### src/rtl/inject_ctrl.sv
// inject_ctrl: ages in-flight flits by one cycle and injects queued local
// flits into the lowest free channel of a 4-channel router stage.
// Optional starvation monitor compiled in with INJ_STARVE_EN.
// Flit layout: age field at [`WIDTH_DATA+15:`WIDTH_DATA+8].

`ifndef WIDTH_DATA
`define WIDTH_DATA 8
`endif
`ifndef WIDTH_INTERNAL
`define WIDTH_INTERNAL (`WIDTH_DATA + 16)
`endif

module inject_ctrl #(
  parameter int unsigned FIFO_DEPTH   = 4,
  parameter int unsigned STARVE_LIMIT = 15
) (
  input  logic                       clk,
  input  logic                       reset,
  input  logic [3:0]                 in_valid,
  input  logic [`WIDTH_INTERNAL-1:0] din0,
  input  logic [`WIDTH_INTERNAL-1:0] din1,
  input  logic [`WIDTH_INTERNAL-1:0] din2,
  input  logic [`WIDTH_INTERNAL-1:0] din3,
  input  logic                       inj_valid,
  input  logic [`WIDTH_INTERNAL-1:0] inj_flit,
  output logic                       inj_ready,
  output logic [`WIDTH_INTERNAL-1:0] dout0,
  output logic [`WIDTH_INTERNAL-1:0] dout1,
  output logic [`WIDTH_INTERNAL-1:0] dout2,
  output logic [`WIDTH_INTERNAL-1:0] dout3,
  output logic [3:0]                 out_valid,
  output logic                       starve
);

  localparam int unsigned W      = `WIDTH_INTERNAL;
  localparam int unsigned AGE_LO = `WIDTH_DATA + 8;
  localparam int unsigned PTR_W  = $clog2(FIFO_DEPTH);
  localparam int unsigned CNT_W  = PTR_W + 1;

  logic [W-1:0]     mem [FIFO_DEPTH];
  logic [PTR_W-1:0] rd_ptr, wr_ptr;
  logic [CNT_W-1:0] count;
  logic             full, empty, push, pop;
  logic [3:0]       sel;
  logic             found;
  logic [W-1:0]     din_a  [4];
  logic [W-1:0]     dout_q [4];
  logic [W-1:0]     head;

  // Age +1 saturating at 255; other fields untouched.
  function automatic logic [W-1:0] age_inc(input logic [W-1:0] f);
    logic [W-1:0] r;
    r = f;
    if (f[AGE_LO +: 8] != 8'hFF) r[AGE_LO +: 8] = f[AGE_LO +: 8] + 8'd1;
    return r;
  endfunction

  // Freshly injected flits start with age 0.
  function automatic logic [W-1:0] age_clr(input logic [W-1:0] f);
    logic [W-1:0] r;
    r = f;
    r[AGE_LO +: 8] = 8'd0;
    return r;
  endfunction

  assign din_a[0] = din0;
  assign din_a[1] = din1;
  assign din_a[2] = din2;
  assign din_a[3] = din3;
  assign dout0 = dout_q[0];
  assign dout1 = dout_q[1];
  assign dout2 = dout_q[2];
  assign dout3 = dout_q[3];

  assign full  = (count == CNT_W'(FIFO_DEPTH));
  assign empty = (count == '0);
  assign head  = mem[rd_ptr];
  // Readiness uses pre-pop occupancy so a full FIFO never accepts, even while draining.
  assign inj_ready = !full && !reset;
  assign push      = inj_valid && inj_ready;

  // Pick the lowest-indexed idle channel for the FIFO head.
  always_comb begin
    sel   = 4'b0000;
    found = 1'b0;
    for (int i = 0; i < 4; i++) begin
      if (!empty && !in_valid[i] && !found) begin
        sel[i] = 1'b1;
        found  = 1'b1;
      end
    end
  end

  assign pop = found;

  // FIFO storage; no reset needed since occupancy gates every read.
  always_ff @(posedge clk) begin
    if (push) mem[wr_ptr] <= inj_flit;
  end

  // Channel output registers and FIFO pointers.
  always_ff @(posedge clk) begin
    if (reset) begin
      out_valid <= 4'b0000;
      for (int i = 0; i < 4; i++) dout_q[i] <= '0;
      rd_ptr <= '0;
      wr_ptr <= '0;
      count  <= '0;
    end else begin
      for (int i = 0; i < 4; i++) begin
        if (in_valid[i])  dout_q[i] <= age_inc(din_a[i]);
        else if (sel[i])  dout_q[i] <= age_clr(head);
      end
      out_valid <= in_valid | sel;
      if (push) wr_ptr <= wr_ptr + PTR_W'(1);
      if (pop)  rd_ptr <= rd_ptr + PTR_W'(1);
      count <= count + CNT_W'(push) - CNT_W'(pop);
    end
  end

`ifdef INJ_STARVE_EN
  logic [7:0] starve_cnt, cnt_next;

  // Count stalled cycles of a non-empty FIFO, saturating at the limit.
  always_comb begin
    cnt_next = starve_cnt;
    if (empty || pop) begin
      cnt_next = 8'd0;
    end else if (in_valid == 4'b1111 && starve_cnt < 8'(STARVE_LIMIT)) begin
      cnt_next = starve_cnt + 8'd1;
    end
  end

  // Flag tracks the counter value it will hold after this edge.
  always_ff @(posedge clk) begin
    if (reset) begin
      starve_cnt <= 8'd0;
      starve     <= 1'b0;
    end else begin
      starve_cnt <= cnt_next;
      starve     <= (cnt_next >= 8'(STARVE_LIMIT));
    end
  end
`else
  assign starve = 1'b0;
`endif

endmodule

### config.mk
export PLATFORM = sky130hd
export DESIGN_NAME = inject_ctrl
export DESIGN_NICKNAME = d
export VERILOG_FILES = /design/src/rtl/inject_ctrl.sv
export SDC_FILE = /design/constraint.sdc
export NUM_CORES = 1
export LEC_CHECK = 0
export ABC_AREA = 0
export CAP_MARGIN = 20
export CORE_ASPECT_RATIO = 0.5
export CORE_MARGIN = 4
export CORE_UTILIZATION = 52
export CTS_BUF_LIST = sky130_fd_sc_hd__clkbuf_8
export DETAILED_ROUTE_END_ITERATION = 8
export HOLD_SLACK_MARGIN = 0.12
export PLACE_DENSITY = 0.92
export SLEW_MARGIN = 40
export SYNTH_ARGS = -nofsm -noshare
export SYNTH_HDL_FRONTEND = slang
export SYNTH_SLANG_ARGS = --single-unit
### constraint.sdc
create_clock -name clk -period 7.2 [get_ports clk]
set_input_delay 1.8 -clock clk [delete_from_list [all_inputs] [get_ports clk]]
set_output_delay 1.8 -clock clk [all_outputs]
set_load 0.01 [all_outputs]
Yosys cells after proc, flatten, opt, wreduce, memory -nomap -nowiden

Memory sizes are Yosys's and may differ from the RTL's. A register that Yosys moved wholly into a read port is not among the register bits.
Index checks and enable logic that the tools add are counted.

RAM bits: 192
Register bits: 11
Word-level logic and storage cells: 109
Input port bits: 127
Output and inout bits: 102
Memories kept: 2

Memories:

| name   | words | width | rd ports | clocked after Yosys merged registers in | write ports | RTL line | source |
|---|---|---|---|---|---|---|---|
| dout_q | 4     | 24    | 4        | 0                                       | 4           | 47       | `logic [W-1:0] dout_q [4];` |
| mem    | 4     | 24    | 1        | 1                                       | 1           | 40       | `logic [W-1:0] mem [FIFO_DEPTH];` |

Mux-type cells: 61
Eq/ne operators: 5
$add $sub $neg: 8
Reduce and logical (&&, ||, !) cells: 20
Bitwise gates (word level): 9

Operator list:

| kind                  | count |
|---|---|
| $mux W24              | 8 |
| $mux W8               | 12 |
| $mux W1               | 39 |
| $add A8 B1 Y8 const B | 4 |
| $ne A8 B8 Y1 const B  | 4 |
| $logic_not A1 Y1      | 10 |
| $logic_and A1 B1 Y1   | 9 |
| $or A1 B1 Y1          | 8 |
| $add A2 B1 Y2 const B | 2 |
| $mux W2               | 2 |
| $or A4 B4 Y4          | 1 |
| $add A3 B1 Y3         | 1 |
| $eq A3 B3 Y1 const B  | 1 |
| $logic_not A3 Y1      | 1 |
| $sub A3 B1 Y3         | 1 |

Longest topological paths before layout

Depth after elaboration: 18
Mapped depth: 10
Mapped depth without buffers: 10

Worst setup path before layout

No wires, ideal clock.

Path kind: input to output
Start: input reset
End: output inj_ready
Cell stages on the path: 3
Buffers on the path: 2
Required time: 5.400 ns
Slack: 2.965 ns
Arrival: 2.435 ns
Cells stage by stage: clkbuf_1 clkbuf_1 nor2_1

Longest elaborated chain between the ends: 2

RTL lines:

| item                | RTL line | source |
|---|---|---|
| start: declaration  | 18       | `input logic reset,` |
| $logic_not A1 Y1    | 79       | `assign inj_ready = !full && !reset;` |
| $logic_and A1 B1 Y1 | 79       |  |
| end: declaration    | 26       | `output logic inj_ready,` |

No other way between the ends.

Final worst setup path

Same ends and word-level chain as after synthesis.

==> out/results.ini <==
[clock_network]
clock_latency_ns=0.47
postCtsHoldBufs=0
cts-root-to-sink-buffers=2
post_cts_resized=0
cts.reportedPaths.clkPinSlew_ns=0.09
cts_num_sinks=173
buffers_inserted_during_post_cts_setup_optimization=0
cts_buffers=17
cts.root.buffer_cell=sky130_fd_sc_hd__clkbuf_8
maximum_level_of_the_cts_h_tree=4
cts_tree=built

[synthesis]
synth_top_family_by_area=compound AO/OA/AOI/OAI gates
syn-mean-instance-area_sq_um=15.6
synth.yosys.warnings=0
synth_enable_flop_cells=160
synth_common_cells=sky130_fd_sc_hd__edfxtp_1 (160), sky130_fd_sc_hd__a22o_1 (64), sky130_fd_sc_hd__nor3_1 (17)
synth_top_flop_cell=sky130_fd_sc_hd__edfxtp_1
synth_xor_xnor_area_share_pct=0.238
synth_compound_area_share_pct=13.5
netlist_top_cells_area=sky130_fd_sc_hd__edfxtp_1 (65%), sky130_fd_sc_hd__a22o_1 (7.6%), sky130_fd_sc_hd__mux4_2 (4.9%)
synth.cell_area_sq_mm=0.00737
synth_cell_types=45
synth-seq-area-share_pct=68.7
yosys.area.top_type_share_pct=65.2
synthesized_area_fraction_occupied_by_adder_cells_pct=1.97
postSynthNetCount=610
dominant_cell_type_by_area_after_synthesis=sky130_fd_sc_hd__edfxtp_1
muxShareOfSynthArea_pct=5.04
post_synth_inst_count=472
synth.ff_latch_count=173
synthMostInstantiatedCell=sky130_fd_sc_hd__edfxtp_1
async_flop_share_pct=0
post_synth_and_or_nand_nor_area_fraction_pct=8.30

[power]
vdd.ir_drop.worst_v=0.000143
clock_power_share_pct=24.6
cell_internal_pwr_mw=1.85
combinationalPowerShare_pct=26.4
p_leak_nw=3.62
total_switching_power_mw=0.834
swShare_pct=31.1
p_per_area_mw_per_mm2=263
seq_power_share_pct=49.0

[detailed_routing]
via_per_inst=5.97
total_wirelength_of_the_detailed_routed_design_um=20400
residual_antenna_violating_net_count_after_detailed_routing=0
num_vias=5383
drt_first_iter_violations=462
dr.pass1.iters=6
drcViolationCount=0
route.detailed.wl_per_inst_um=22.6

[grt]
global_route.usage.total_pct=24.8
grt_pass1_wl_um=30400
globalRouteOverflowTotal=0
vias_in_the_first_global_route=5400
antenna_found_initial=0
pin_count_of_the_biggest_net_entering_global_routing=26

[layout]
num-nets-final=835
fin_util_pct=74.4
multi_input_comb_area_sq_mm=0.00218
ant_cells=0
area_growth_pct=38.3
layout-drive-gt1-share_pct=9.72
ff_latch_area_sq_mm=0.00507
final.fill_count=839

[setup_path]
cp_cell_sequence=clkdlybuf4s50_1, buf_4, nor2_1, clkdlybuf4s50_1
critPathKind=input port to output port
critical_path.top_delay_family=buffers and inverters
timing.critical_path.required_ns=5.40
cp-start-kind=input port
ff2ff_setup_slack_ns=4.53
cp_slowest_cell=sky130_fd_sc_hd__clkdlybuf4s50_1
cpPeakStageDelay_ns=0.50
crit_path_buffers_inverters=3
critPathArrivalTime_ns=3.13
worstSetupEndpointType=output port
crit_top_cell=sky130_fd_sc_hd__clkdlybuf4s50_1
critical_path_peak_fanout=25

[timing]
hold_viol=0
timing.max_slew.rel_slack_pct=44.1
rsz0062_at_grt=false
fmax_mhz=203
tightestPinTransition_ns=0.836
setup_viol=0
timing.hold.ws_ns=0.508
final_period_minus_worst_setup_slack_ns=4.93
report.final.slew_viol_count=0
layout_worst_path_cycle_share_pct=68.5
timing.clock.skew_ns=0.0181
setup_total_negative_slack_ns=0

[floorplan]
die-area_sq_mm=0.0163
effective_utilization_at_floorplan_pct=53.8
die_w_um=176
design.core.area_sq_mm=0.0137
io-pin-count=229
dieHeight_um=92.2
standard_cell_rows=30

[run]
max_cap_viol_count=0

[outcome]
status=complete, no violations

[placed_design]
hpwl_um=14400
gp_routability_congestion=0.944
buffer_ports.inserted=219

[hold_path]
holdCritPathClass=register to register

-- registers in the layout, summed over array words and instances (netlist names), named ones only --
signal     count
wr_ptr         2
mem           64
count          3
dout_q        96
rd_ptr         2
out_valid      4
-- layout by cell type (no fill, tap or decap), types with 10 or more instances in the layout --
cell type / count
sky130_fd_sc_hd__nand2_1: 12
sky130_fd_sc_hd__inv_1: 14
sky130_fd_sc_hd__ha_1: 10
sky130_fd_sc_hd__a22o_1: 64
sky130_fd_sc_hd__clkdlybuf4s50_1: 219
sky130_fd_sc_hd__dfxtp_1: 12
sky130_fd_sc_hd__clkbuf_8: 17
sky130_fd_sc_hd__edfxtp_1: 160
sky130_fd_sc_hd__nor3_1: 17
sky130_fd_sc_hd__mux4_2: 16
sky130_fd_sc_hd__a31oi_1: 16
sky130_fd_sc_hd__o21ai_1: 10
sky130_fd_sc_hd__a21oi_1: 16
sky130_fd_sc_hd__nand3_1: 13
-- metal layers --
metal  part of all wire (%)  track usage [%]
met4                    3.4             9.97
met2                     50             42.0
met3                    7.9             6.26
met1                     39             30.9
met5                      0                0
-- power by group through the flow --
stage                     Sequential [mW]  Clock, mW  Combinational (mW)
after floorplan                      1.34          0               0.319
after global placement               1.33          0               0.669
after detailed placement             1.34          0               0.696
after CTS                            1.32      0.663               0.701
after global routing                 1.33      0.714               0.750
final                                1.31      0.661               0.707
-- worst register-to-register path, delay by kind of cell (launching register included) --
| family | cells | cell delay (ns) |
|---|---|---|
| flip-flops | 1 | 0.37 |
| XOR/XNOR | 2 | 0.34 |
| buffers and inverters | 1 | 0.05 |
| AND/OR/NAND/NOR | 3 | 0.92 |
| adder cells (fa/ha/maj) | 3 | 0.89 |
-- kinds of logic (layout without fill, tap and decap cells) --
group / count (synthesis) / after routing
multiplexers: 17 / 17
AO/OA/AOI/OAI: 134 / 134
flip-flops: 173 / 173
adder cells (fa/ha/maj): 11 / 11
other: 1 / 1
AND/OR/NAND/NOR: 100 / 100
buffers and inverters: 34 / 272
XOR/XNOR: 2 / 2
-- final timing paths --
path               end  startpoint  depth (start not counted)
max          inj_ready       reset                          4
min           register   rd_ptr[1]                          2
max reg2reg   count[2]    count[2]                          9
min reg2reg   register   rd_ptr[1]                          2
-- layout make-up --
type | count | area share [%]
sequential | 173 | 49.7
timing repair buffer | 227 | 22.4
multi-input combinational | 265 | 21.4
tap | 192 | 2.36
clock buffer | 17 | 2.29
clock inverter | 15 | 1.47
inverter | 13 | 0.479
-- per-stage QoR --
step                cells  cell area (sq um)  power [mW]  setup WS [ns]
finish                902              10200        2.68           2.27
global route          902              10200        2.80           2.22
CTS                   900              10200        2.68           2.28
detailed placement    868               9770        2.03           2.28
global placement      867               9740        2.00           2.32
floorplan             472               7370        1.66           2.97
No activity file was read; power rests on OpenSTA's default activity.
